### src/rtl/pd_pkg.sv
// Shared types and defaults for the pulse_stats measurement slice.
// Pulse_stats and pstat_fifo both import it.
package pd_pkg;

   localparam int PSTAT_CNT_W      = 16;
   localparam int PSTAT_FIFO_DEPTH = 4;

   typedef enum logic [1:0] {
      IDLE = 2'd0,
      ARM  = 2'd1,
      HIGH = 2'd2,
      LOW  = 2'd3
   } pstat_state_e;

   typedef struct packed {
      logic [PSTAT_CNT_W-1:0] period;
      logic [PSTAT_CNT_W-1:0] width;
   } pstat_rec_t;

endpackage

### src/rtl/pulse_stats_if.sv
// Measurement record stream: valid/ready handshake carrying {period, width}.
// The record source drives through the master modport; the consumer uses slave.
interface pulse_stats_if
   import pd_pkg::*;
#(
   parameter int CNT_W = PSTAT_CNT_W
);
   logic             meas_valid;
   logic             meas_ready;
   logic [CNT_W-1:0] meas_period;
   logic [CNT_W-1:0] meas_width;

   modport master (
      output meas_valid,
      output meas_period,
      output meas_width,
      input  meas_ready
   );

   modport slave (
      input  meas_valid,
      input  meas_period,
      input  meas_width,
      output meas_ready
   );
endinterface

### src/rtl/pstat_fifo.sv
// Record FIFO, write visible one cycle after push; no fall-through when empty.
// When full, a push is accepted only alongside a pop; head holds the last popped entry when empty.
module pstat_fifo
   import pd_pkg::*;
#(
   parameter type T     = pstat_rec_t,
   parameter int  DEPTH = PSTAT_FIFO_DEPTH
) (
   input  logic clk,
   input  logic reset,
   input  logic push,
   input  T     push_dat,
   input  logic pop,
   output T     head_dat,
   output logic full,
   output logic empty
);

   localparam int AW = $clog2(DEPTH);

   T               mem [DEPTH];
   logic [AW:0]    wr_ptr_q;
   logic [AW:0]    rd_ptr_q;
   logic [AW-1:0]  wr_idx;
   logic [AW-1:0]  rd_idx;
   logic [AW-1:0]  last_idx;
   logic           wr_en;
   logic           rd_en;

   assign wr_idx   = wr_ptr_q[AW-1:0];
   assign rd_idx   = rd_ptr_q[AW-1:0];
   assign last_idx = rd_idx - AW'(1);

   assign empty = (wr_ptr_q == rd_ptr_q);
   assign full  = (wr_ptr_q[AW] != rd_ptr_q[AW]) && (wr_idx == rd_idx);

   assign wr_en = push & (~full | pop);
   assign rd_en = pop & ~empty;

   // Slot behind the read pointer is the entry popped last, so the outputs hold it.
   assign head_dat = empty ? mem[last_idx] : mem[rd_idx];

   always_ff @(posedge clk or negedge reset) begin
      if (!reset) begin
         for (int i = 0; i < DEPTH; i++) begin
            mem[i] <= '0;
         end
         wr_ptr_q <= '0;
         rd_ptr_q <= '0;
      end else begin
         if (wr_en) begin
            mem[wr_idx] <= push_dat;
            wr_ptr_q    <= wr_ptr_q + (AW+1)'(1);
         end
         if (rd_en) begin
            rd_ptr_q <= rd_ptr_q + (AW+1)'(1);
         end
      end
   end

endmodule

### src/rtl/pulse_stats.sv
// Measures period/width of each pulse, queues {period,width} records; PSTAT_TIMEOUT_EN adds an idle timeout.
// Record written at the closing rise, meas_valid next cycle; a push into a full FIFO without pop is dropped and sets overflow.
module pulse_stats
   import pd_pkg::*;
#(
   parameter int CNT_W      = PSTAT_CNT_W,
`ifdef PSTAT_TIMEOUT_EN
   parameter int TIMEOUT    = 1024,
`endif
   parameter int FIFO_DEPTH = PSTAT_FIFO_DEPTH
) (
   input  logic          clk,
   input  logic          reset,
   input  logic          enable,
   input  logic          pulse_in,
   input  logic          clear_ovf,
   pulse_stats_if.master meas,
`ifdef PSTAT_TIMEOUT_EN
   output logic          timeout,
`endif
   output logic          overflow
);

   typedef struct packed {
      logic [CNT_W-1:0] period;
      logic [CNT_W-1:0] width;
   } rec_t;

   localparam logic [CNT_W-1:0] CNT_MAX = '1;
   localparam logic [CNT_W-1:0] CNT_ONE = CNT_W'(1);

   function automatic logic [CNT_W-1:0] sat_inc(input logic [CNT_W-1:0] v);
      return (v == CNT_MAX) ? v : v + CNT_ONE;
   endfunction

   pstat_state_e     state_q;
   pstat_state_e     state_d;
   logic             prev_q;
   logic             rise;
   logic             fall;
   logic [CNT_W-1:0] per_cnt_q;
   logic [CNT_W-1:0] per_cnt_d;
   logic [CNT_W-1:0] wid_cnt_q;
   logic [CNT_W-1:0] wid_cnt_d;
   logic [CNT_W-1:0] wid_lat_q;
   logic [CNT_W-1:0] wid_lat_d;
   logic             push;
   logic             pop;
   logic             drop;
   logic             full;
   logic             empty;
   rec_t             push_rec;
   rec_t             head_rec;
`ifdef PSTAT_TIMEOUT_EN
   logic             tmo_d;
`endif

   assign rise = pulse_in & ~prev_q;
   assign fall = ~pulse_in & prev_q;

   always_comb begin
      state_d   = state_q;
      per_cnt_d = per_cnt_q;
      wid_cnt_d = wid_cnt_q;
      wid_lat_d = wid_lat_q;
      push      = 1'b0;
`ifdef PSTAT_TIMEOUT_EN
      tmo_d     = 1'b0;
`endif
      if (!enable) begin
         state_d   = IDLE;
         per_cnt_d = '0;
         wid_cnt_d = '0;
      end else begin
         case (state_q)
            IDLE: state_d = ARM;
            ARM: begin
               if (rise) begin
                  per_cnt_d = CNT_ONE;
                  wid_cnt_d = CNT_ONE;
                  state_d   = HIGH;
               end
            end
            HIGH: begin
               // The fall cycle still counts towards the period but not the width.
               per_cnt_d = sat_inc(per_cnt_q);
               if (fall) begin
                  wid_lat_d = wid_cnt_q;
                  state_d   = LOW;
               end else begin
                  wid_cnt_d = sat_inc(wid_cnt_q);
               end
            end
            LOW: begin
               if (rise) begin
                  push      = 1'b1;
                  per_cnt_d = CNT_ONE;
                  wid_cnt_d = CNT_ONE;
                  state_d   = HIGH;
               end else begin
                  per_cnt_d = sat_inc(per_cnt_q);
               end
            end
            default: state_d = IDLE;
         endcase
`ifdef PSTAT_TIMEOUT_EN
         if ((state_q == HIGH || state_q == LOW) && !rise &&
             (per_cnt_q >= CNT_W'(TIMEOUT))) begin
            tmo_d     = 1'b1;
            push      = 1'b0;
            per_cnt_d = '0;
            wid_cnt_d = '0;
            state_d   = ARM;
         end
`endif
      end
   end

   always_ff @(posedge clk or negedge reset) begin
      if (!reset) begin
         state_q   <= IDLE;
         prev_q    <= 1'b0;
         per_cnt_q <= '0;
         wid_cnt_q <= '0;
         wid_lat_q <= '0;
         overflow  <= 1'b0;
      end else begin
         state_q   <= state_d;
         prev_q    <= pulse_in;
         per_cnt_q <= per_cnt_d;
         wid_cnt_q <= wid_cnt_d;
         wid_lat_q <= wid_lat_d;
         if (drop) begin
            overflow <= 1'b1;
         end else if (clear_ovf) begin
            overflow <= 1'b0;
         end
      end
   end

`ifdef PSTAT_TIMEOUT_EN
   always_ff @(posedge clk or negedge reset) begin
      if (!reset) begin
         timeout <= 1'b0;
      end else begin
         timeout <= tmo_d;
      end
   end
`endif

   assign push_rec = {per_cnt_q, wid_lat_q};
   assign pop      = meas.meas_valid & meas.meas_ready;
   assign drop     = push & full & ~pop;

   pstat_fifo #(
      .T     (rec_t),
      .DEPTH (FIFO_DEPTH)
   ) u_fifo (
      .clk      (clk),
      .reset    (reset),
      .push     (push),
      .push_dat (push_rec),
      .pop      (pop),
      .head_dat (head_rec),
      .full     (full),
      .empty    (empty)
   );

   assign meas.meas_valid  = ~empty;
   assign meas.meas_period = head_rec.period;
   assign meas.meas_width  = head_rec.width;

endmodule

### src/flat_wrapper.sv
// flat-port wrapper written by rule: the top's interface ports become plain ports
module pulse_stats_flat import pd_pkg::*;
#(
   parameter int CNT_W      = PSTAT_CNT_W,

   parameter int FIFO_DEPTH = PSTAT_FIFO_DEPTH
)
  (clk, reset, enable, pulse_in, clear_ovf, overflow, meas_meas_valid, meas_meas_period, meas_meas_width, meas_meas_ready);
  pulse_stats_if #(.CNT_W(CNT_W)) meas_i ();
  input  logic clk;
  input  logic reset;
  input  logic enable;
  input  logic pulse_in;
  input  logic clear_ovf;
  output logic overflow;
  output wire logic [$bits(meas_i.meas_valid)-1:0] meas_meas_valid;
  output wire logic [$bits(meas_i.meas_period)-1:0] meas_meas_period;
  output wire logic [$bits(meas_i.meas_width)-1:0] meas_meas_width;
  input wire logic [$bits(meas_i.meas_ready)-1:0] meas_meas_ready;
  assign meas_meas_valid = meas_i.meas_valid;
  assign meas_meas_period = meas_i.meas_period;
  assign meas_meas_width = meas_i.meas_width;
  assign meas_i.meas_ready = meas_meas_ready;
  pulse_stats #(.CNT_W(CNT_W), .FIFO_DEPTH(FIFO_DEPTH)) u_core (.clk(clk), .reset(reset), .enable(enable), .pulse_in(pulse_in), .clear_ovf(clear_ovf), .meas(meas_i), .overflow(overflow));
endmodule
### config.mk
export PLATFORM = sky130hd
export DESIGN_NAME = pulse_stats_flat
export DESIGN_NICKNAME = d
export VERILOG_FILES = /design/src/rtl/pd_pkg.sv /design/src/rtl/pulse_stats_if.sv /design/src/rtl/pstat_fifo.sv /design/src/rtl/pulse_stats.sv /design/src/flat_wrapper.sv
export SDC_FILE = /design/constraint.sdc
export NUM_CORES = 1
export LEC_CHECK = 0
export BUFFER_PORTS_ARGS = -buffer_cell sky130_fd_sc_hd__buf_2
export CAP_MARGIN = 20
export CORE_UTILIZATION = 40
export DETAILED_ROUTE_END_ITERATION = 8
export GPL_TIMING_DRIVEN = 0
export PLACE_DENSITY = 0.6
export SLEW_MARGIN = 20
export SYNTH_ARGS = -nofsm -noshare
export SYNTH_HDL_FRONTEND = slang
export SYNTH_HIERARCHICAL = 1
export SYNTH_SLANG_ARGS = --single-unit
### constraint.sdc
create_clock -name clk -period 3.01 [get_ports clk]
set_input_delay 0.602 -clock clk [delete_from_list [all_inputs] [get_ports clk]]
set_output_delay 0.602 -clock clk [all_outputs]
set_load 0.02 [all_outputs]
# ---- Yosys cells after proc, flatten, opt, wreduce, memory -nomap -nowiden
# Cells that the tools add are included.
dict set report word_totals {
  output_inout_bits 34
  latchBits 0
  memories 0
  mem_bits_rw 0
  reg_bits 186
  romBits 0
  input_bits 6
  wordCells 93
}
dict set report op_classes {
  eq_ne 15
  n_div 0
  reduce_logical 9
  n_addsub 5
  n_lt_le_gt_ge 4
  multipliers 0
  shifts 0
  muxes 28
  n_bitwise 16
}
# cell n
set ops {}
lappend ops {{$mux 32} 6}
lappend ops {{$bmux 32 s2} 2}
lappend ops {{$bwmux 128} 1}
lappend ops {{$mux 16} 7}
lappend ops {{$demux 32 s2} 1}
lappend ops {{$pmux 16 s3} 1}
lappend ops {{$add 16x1->16 const B} 2}
lappend ops {{$eq 16x16->1 const B} 2}
lappend ops {{$pmux 16 s2} 1}
lappend ops {{$ne 3x2->1 const B} 4}
lappend ops {{$ge 3x3->1 const B} 3}
lappend ops {{$not 2->3} 3}
lappend ops {{$and 1x1->1} 7}
lappend ops {{$add 3x1->3 const B} 2}
lappend ops {{$mux 2} 3}
lappend ops {{$ne 3x3->1 const B} 2}
lappend ops {{$pmux 2 s3} 1}
lappend ops {{$mux 1} 5}
lappend ops {{$not 1->1} 5}
lappend ops {{$eq 2x2->1 const B} 2}
lappend ops {{$ne 4x1->1 const B} 1}
lappend ops {{$reduce_and 2->1} 2}
lappend ops {{$reduce_and 4->1} 1}
lappend ops {{$eq 3x3->1} 1}
lappend ops {{other kinds (11)} 12}

# ---- Depth between registers and ports, before layout
# Gate-level depths: netlist of run 1.
dict set report logic_depth {
  word_depth 8
  depth_mapped 11
}

# ---- Modules after synthesis
# The synthesis of run 1 kept the hierarchy.
# module cells_per_inst area_each_um2 seq_area_each_um2 instances
set by_module_without_submodules {}
lappend by_module_without_submodules {pstat_fifo 422 7777.5 3353.2 1}
lappend by_module_without_submodules {pulse_stats 254 2568.7 1301.2 1}

# ---- Least setup slack after synthesis of run 1
# No wires, ideal clock.
dict set report synth_path {
  kind {register to register}
  start {reg u_core.u_fifo.rd_ptr_q[1]}
  end {reg u_core/u_fifo/mem[10] (netlist bit)}
  required_time_ps 2885
  path_slack_ps -9
  path_stages_with_launch 12
  period_less_slack_ps 3019
  n_path_buf 5
  t_arrival_ps 2894
  cell_sequence {dfrtp_1 -> buf_6 -> xor2_2 -> or3_1 -> buf_6 -> buf_6 -> inv_1 -> nor2b_1 -> buf_1 -> o41ai_4 -> buf_6 -> mux2_4}
}
dict set report synth_between {
  elab_chain_cells 5
  word_cells_on_any_way 8
}
# element line
set synth_rtl {}
lappend synth_rtl {{start, declared} pstat_fifo.sv:23} ;# logic [AW:0] rd_ptr_q;
lappend synth_rtl {{start signal, assigned} pstat_fifo.sv:56} ;# rd_ptr_q <= rd_ptr_q + (AW+1)'(1);
lappend synth_rtl {{$eq 3x3->1} pstat_fifo.sv:34} ;# assign empty = (wr_ptr_q == rd_ptr_q);
lappend synth_rtl {{net u_core.empty} pulse_stats.sv:51} ;# logic empty;
lappend synth_rtl {{$not 1->1} pulse_stats.sv:169} ;# assign meas.meas_valid = ~empty;
lappend synth_rtl {{$and 1x1->1} pulse_stats.sv:152} ;# assign pop = meas.meas_valid & meas.meas_ready;
lappend synth_rtl {{net u_core.pop} pulse_stats.sv:48} ;# logic pop;
lappend synth_rtl {{$or 1x1->1} pstat_fifo.sv:37} ;# assign wr_en = push & (~full | pop);
lappend synth_rtl {{$and 1x1->1} pstat_fifo.sv:37}
lappend synth_rtl {{end signal, assigned by index} pstat_fifo.sv:52} ;# mem[wr_idx] <= push_dat;
lappend synth_rtl {{end, declared} pstat_fifo.sv:21} ;# T mem [DEPTH];
# The timed path passes the listed nets, and every way through them passes these cells.
# A chain may end at the register's enable or synchronous reset.

# ---- Final worst setup path of run 1
dict set report layout_path {
  start {reg u_core.u_fifo.rd_ptr_q[0]}
  end {out meas_meas_period[1]}
}
dict set report layout_between {
  elab_chain_cells 6
  word_cells_on_any_way 11
}
# element line
set layout_rtl {}
lappend layout_rtl {{$sub 2x1->2} pstat_fifo.sv:32} ;# assign last_idx = rd_idx - AW'(1);
lappend layout_rtl {{$not 2->3 (not written as such)} pstat_fifo.sv:41} ;# assign head_dat = empty ? mem[last_idx] : mem[rd_idx];
lappend layout_rtl {{$bmux 32 s2} pstat_fifo.sv:41}
lappend layout_rtl {{$mux 32 (not written as such) (2 in series)} pstat_fifo.sv:41}
lappend layout_rtl {{$mux 32 *} pstat_fifo.sv:41}
lappend layout_rtl {{end, declared} flat_wrapper.sv:17} ;# output wire logic [$bits(meas_i.meas_period)-1:0] meas_meas_period;
# Mark *: on every way between the ends. The rest lies on a longest branch, timed or not. The select of a mux whose other input is x is not followed.

==> flow_metrics.tcl, run 1 <==
set metrics [dict create \
    status "finished clean" \
    synth-async-reset-ratio_pct 100 \
    end_kind "primary output" \
    die_area_um2 26500 \
    syn_inst 676 \
    grt.overflow.total 0 \
    synth.cell_area_um2 10300 \
    gp_congestion 0.766 \
    holdBufCountCts 0 \
    yosys_most_used_dff "dfrtp_1" \
    grt_pass1_wl_um 37600 \
    clk_pin_slew_ps 80 \
    yosysUniqueCellTypes 50 \
    drive_gt1_share_pct 49.0 \
    crit_family "buffers and inverters" \
    dp_hpwl_um 15400 \
    dr.pass1.iters 5 \
    clk-insertion-delay-late_ps 440 \
    tns_ps 0 \
    ys_seq_elements 186 \
    vias 6066 \
    path_class "reg2out" \
    grt_pass1_vias 6565 \
    hold_path_class "in2async" \
    fp.dieH_um 163 \
    drtIter0Drc 380 \
    wire_per_inst_um 21.4 \
    drc_errors 0 \
    worstPathArrival_ps 2330 \
    cap_viol_max_count 0 \
    grtUsageTotal_pct 18.7 \
    tritoncts "yes" \
    antenna_found_initial 0 \
    cp.required_ps 2410 \
    finalClockSkew_ps 11.5 \
    grt_max_degree 107 \
    finalHoldViolations 0 \
    cts_made_buffers 17 \
    fin_nets 755 \
    relSlewSlack_pct 56.4 \
    path_buf_inv 4 \
    wl_um 23200 \
    yosys_warnings 6 \
    start_kind "flip-flop" \
    htree_levels 4 \
    slowest_delay_ps 510 \
    die_w_um 163 \
    period_needed_ps 2930 \
    hold-worst-slack_ps 133 \
    fp-row-count 58 \
    finalCritPeriodShare_pct 97.4 \
    portBuffers 39 \
    start_util_pct 41.0 \
    p_per_area_nw_per_um2 616 \
    ir_drop_uv 396 \
    slowest_stage "dfrtp_2" \
    antenna_left 0 \
    path_cells "buf_12 -> buf_6 -> buf_6 -> mux4_2 -> mux2_4 -> buf_2" \
    setup_viol 0 \
    core_um2 25300 \
    synth-edff-count 0 \
    syn-num-nets 689 \
    tightest_slew_ps 655 \
    finalMaxSlewViolations 0 \
    fmax_mhz 341 \
    synth-seq-area-share_pct 45.0 \
    antenna_cells 0 \
    critical_path.max_fanout 10 \
    root_buffer "clkbuf_16" \
    p_leak_nw 5.71 \
    num_io_pins 40 \
    cts_buffer_depth 2 \
    path_common_cell "buf_6" \
    cts.sinks 186 \
    vias_per_cell 5.59 \
    syn_to_final_growth_pct 13.4 \
    avgSynthCellArea_um2 15.3 \
]
-- final cells by class --
type	instances	area, um2
Fill cell	2194	13500
Multi-Input combinational cell	438	5390
Sequential cell	186	4660
Clock buffer	20	447
Tap cell	330	413
Buffer	39	388
Timing Repair Buffer	48	293
Clock inverter	12	104
Inverter	12	45.0
-- cell families after synthesis --
group | Yosys count | share of synthesized area (%)
AND/OR/NAND/NOR | 115 | 6.06
flip-flops | 186 | 45.0
multiplexers | 246 | 39.1
AO/OA/AOI/OAI | 52 | 4.00
XOR/XNOR | 18 | 1.74
buffers and inverters | 52 | 3.30
adder cells (fa/ha/maj) | 7 | 0.846
-- power by group --
part	internal, mW	switching, mW
combinational	1.04	1.34
clock	1.11	1.05
sequential	2.57	0.119
total	4.72	2.51
-- cell usage after synthesis, drive strengths merged, types with 7 or more instances --
| cell type | instances | area share (%) |
|---|---|---|
| xor2 | 12 | 1.2 |
| clkbuf | 10 | 0.36 |
| nand3 | 12 | 0.58 |
| mux4 | 64 | 14 |
| buf | 30 | 2.5 |
| a21oi | 11 | 0.53 |
| mux2 | 178 | 25 |
| nand4 | 14 | 0.85 |
| dfrtp | 186 | 45 |
| nand2 | 19 | 0.69 |
| nor2 | 23 | 0.86 |
| inv | 12 | 0.44 |
| ha | 7 | 0.85 |
| and2 | 9 | 0.54 |
| o21ai | 18 | 0.87 |
-- worst paths after layout --
kind                                                 from                    end  slack [ps]  cells past startpoint
min in group clk                                 pulse_in          u_core/prev_q         350                      1
worst min register to register            u_core/overflow        u_core/overflow         520                      2
worst min-delay path                                reset   u_core/u_fifo/mem[4]         130                      1
max in group asynchronous                           reset   u_core/per_cnt_q[12]        1890                      2
worst max-delay path            u_core/u_fifo/rd_ptr_q[0]    meas_meas_period[1]          80                      6
worst max register to register  u_core/u_fifo/rd_ptr_q[1]  u_core/u_fifo/mem[17]         130                     12
-- per-stage QoR --
stage                     power [mW]  instances  setup WS (ps)  cell area (um2)  util, %
final                           7.23       1085           78.6            11700     46.5
after global routing            7.54       1085          -5.43            11700     46.5
after CTS                       7.27       1085           5.60            11700     46.3
after detailed placement        4.88       1046           -421            11000     43.5
after global placement          4.82       1045          -1470            11000     43.4
after floorplan                 4.24        676           28.8            10300        -
-- layout by cell type, fill, tap and decap left out, types with 5 or more instances in the layout --
| master | n |
|---|---|
| a21oi_1 | 11 |
| and2_1 | 9 |
| buf_2 | 41 |
| buf_4 | 10 |
| buf_6 | 22 |
| clkbuf_1 | 7 |
| clkbuf_16 | 17 |
| dfrtp_1 | 184 |
| ha_1 | 6 |
| inv_1 | 12 |
| inv_6 | 5 |
| mux2_2 | 30 |
| mux2_4 | 148 |
| mux4_2 | 64 |
| nand2_1 | 19 |
| nand3_1 | 12 |
| nand4_1 | 14 |
| nor2_1 | 22 |
| o21ai_0 | 16 |
| o31ai_1 | 5 |
| or3_1 | 5 |
| xnor2_1 | 5 |
| xor2_1 | 10 |
-- flip-flops by register name (all words and copies together), names as in the netlist --
| register | count |
|---|---|
| u_core/overflow | 1 |
| u_core/per_cnt_q | 16 |
| u_core/prev_q | 1 |
| u_core/state_q | 2 |
| u_core/u_fifo/mem | 128 |
| u_core/u_fifo/rd_ptr_q | 3 |
| u_core/u_fifo/wr_ptr_q | 3 |
| u_core/wid_cnt_q | 16 |
| u_core/wid_lat_q | 16 |
-- repair_timing --
action                                  in CTS  in global routing
gates resized for setup                     29                  9
pin swaps                                    6                  0
endpoints found under the setup margin     164                 34
buffers inserted                             8                  0
-- per-layer routing --
layer	global-route usage, %	up-vias	routed length, um
met1	25.1	3208	10500
met2	30.6	140	11500
li1	-	2695	-
met4	5.31	0	314
met3	3.87	23	835
met5	0	-	0
No activity file was read; power rests on OpenSTA's default activity.
==> inputs of run 2 (changes only) <==
Settings changed: PLACE_DENSITY 0.6 to 0.63.
==> flow_metrics.tcl, run 2 (synthesis results as in run 1) <==
set metrics [dict create \
    finalClockSkew_ps 14.5 \
    hold_path_class "in2async" \
    holdBufCountCts 0 \
    cts_buffer_depth 2 \
    ir_drop_uv 488 \
    fp-row-count 58 \
    swShare_pct 32.7 \
    portBuffers 39 \
    grt.overflow.total 0 \
    setup_slack_ps 89.8 \
    grt_max_degree 99 \
    seq_area_um2 4660 \
    top_register "u_core/u_fifo/mem" \
    p_per_area_nw_per_um2 625 \
    syn_to_final_growth_pct 14.2 \
    tns_ps 0 \
    fin_nets 759 \
    wire_per_inst_um 19.9 \
    hold-worst-slack_ps 177 \
    dr.pass1.iters 4 \
    p_comb_share_pct 32.1 \
    dp_hpwl_um 14100 \
    end_kind "primary output" \
    critical_path.max_fanout 10 \
    cts.sinks 186 \
    p_leak_nw 5.75 \
    tightest_slew_ps 692 \
    path_class "reg2out" \
    relSlewSlack_pct 53.9 \
    final_cell_area_um2 11800 \
    start_kind "flip-flop" \
    period_needed_ps 2920 \
    gp_congestion 0.779 \
    met1Wirelength_um 10400 \
    post-place-ws_ps -395 \
    tritoncts "yes" \
    root_buffer "clkbuf_16" \
    cp.required_ps 2410 \
    core_um2 25300 \
    cts_made_buffers 17 \
    antenna_left 0 \
    n_fill_cell 2227 \
    top_layer_used "met4" \
    largest_reg_flops 128 \
    drc_errors 0 \
    multi_input_area_um2 5390 \
    p_switching_mw 2.41 \
    worstPathArrival_ps 2320 \
    htree_levels 4 \
    cap_viol_max_count 0 \
    rsz0062_at_grt "no" \
    die_w_um 163 \
    total_power_mw 7.38 \
    num_io_pins 40 \
    drtIter0Drc 329 \
    setup_viol 0 \
    grt_pass1_wl_um 35200 \
    drive_gt1_share_pct 49.5 \
    wl_met3_um 809 \
    finalMaxSlewViolations 0 \
    die_area_um2 26500 \
    status "finished clean" \
    placedInstanceArea_um2 11000 \
    clk-insertion-delay-late_ps 430 \
    fmax_mhz 342 \
    vias 5982 \
    finalCritPeriodShare_pct 97.0 \
    seqPwrFrac_pct 36.3 \
    layout_commonest_cell "dfrtp_1" \
    clockPowerShare_pct 31.6 \
    clk_pin_slew_ps 60 \
    final_cell_mix "dfrtp_1, mux2_4, mux4_2" \
    internal_power_mw 4.97 \
    wl_um 21700 \
    grt_pass1_vias 6085 \
    vias_per_cell 5.50 \
    route.met2.wl_um 10200 \
    antenna_found_initial 1 \
    finalHoldViolations 0 \
    grtUsageTotal_pct 17.3 \
    fp.dieH_um 163 \
    start_util_pct 41.0 \
]
-- run 2: changes by cell type in the layout (fill, tap and decap cells not counted), moves of 2 or more --
cell	previous run	this run
buf_4	10	14
buf_8	2	5
bufinv_16	0	3
clkbuf_1	7	5
clkbuf_8	4	2
clkinv_2	2	0
inv_8	3	1
-- run 2: what timing repair did --
action                                  CTS  global route
setup buffers                             6             6
endpoints found under the hold margin     0             0
endpoints found under the setup margin  163           152
gates resized for setup                  23            19
pin swaps                                 5             2
-- run 2: power by group through the flow --
stage / clock network [mW] / registers (mW) / logic (mW)
final: 2.33 / 2.68 / 2.37
after global routing: 2.48 / 2.69 / 2.52
after CTS: 2.40 / 2.68 / 2.22
after detailed placement: 0 / 2.71 / 2.10
after global placement: 0 / 2.71 / 2.09
after floorplan: 0 / 2.69 / 1.55
-- run 2: final timing paths --
| check | from | slack (ps) | end | cells past startpoint |
|---|---|---|---|---|
| worst max-delay path | u_core/u_fifo/rd_ptr_q[1] | 90 | meas_meas_width[15] | 7 |
| worst min-delay path | reset | 180 | u_core/u_fifo/mem[2] | 1 |
| worst max register to register | u_core/u_fifo/rd_ptr_q[1] | 110 | u_core/u_fifo/mem[30] | 12 |
| worst min register to register | u_core/overflow | 520 | u_core/overflow | 2 |
| max in group asynchronous | reset | 1880 | u_core/wid_cnt_q[14] | 2 |
| min in group clk | pulse_in | 320 | u_core/prev_q | 1 |
-- run 2: layout make-up --
cell class,instances,share of cell area (%)
timing repair buffer,52,2.76
clock inverter,11,1.36
inverter,12,0.381
tap,330,3.50
multi-input combinational,438,45.6
clock buffer,18,3.72
antenna,1,0.0212
buffer,39,3.20
sequential,186,39.4
-- run 2: stage by stage --
stage          instances  utilization [%]
3_3_place_gp        1045             43.4
2_1_floorplan        676                -
3_5_place_dp        1046             43.5
5_1_grt             1087             46.8
4_1_cts             1080             46.4
6_report            1087             46.8
-- run 2: per-layer routing --
| metal | vias up | track usage, % |
|---|---|---|
| met4 | 0 | 6.16 |
| met3 | 19 | 3.11 |
| met2 | 96 | 26.1 |
| li1 | 2702 | - |
| met5 | - | 0 |
| met1 | 3165 | 24.9 |
-- run 2: critical path, stage by stage, from the launching register on --
cell	delay, ps
dfrtp_1	390
buf_6	160
xor2_4	200
or3_4	340
buf_6	150
buf_6	170
mux2_4	330
buf_2	170
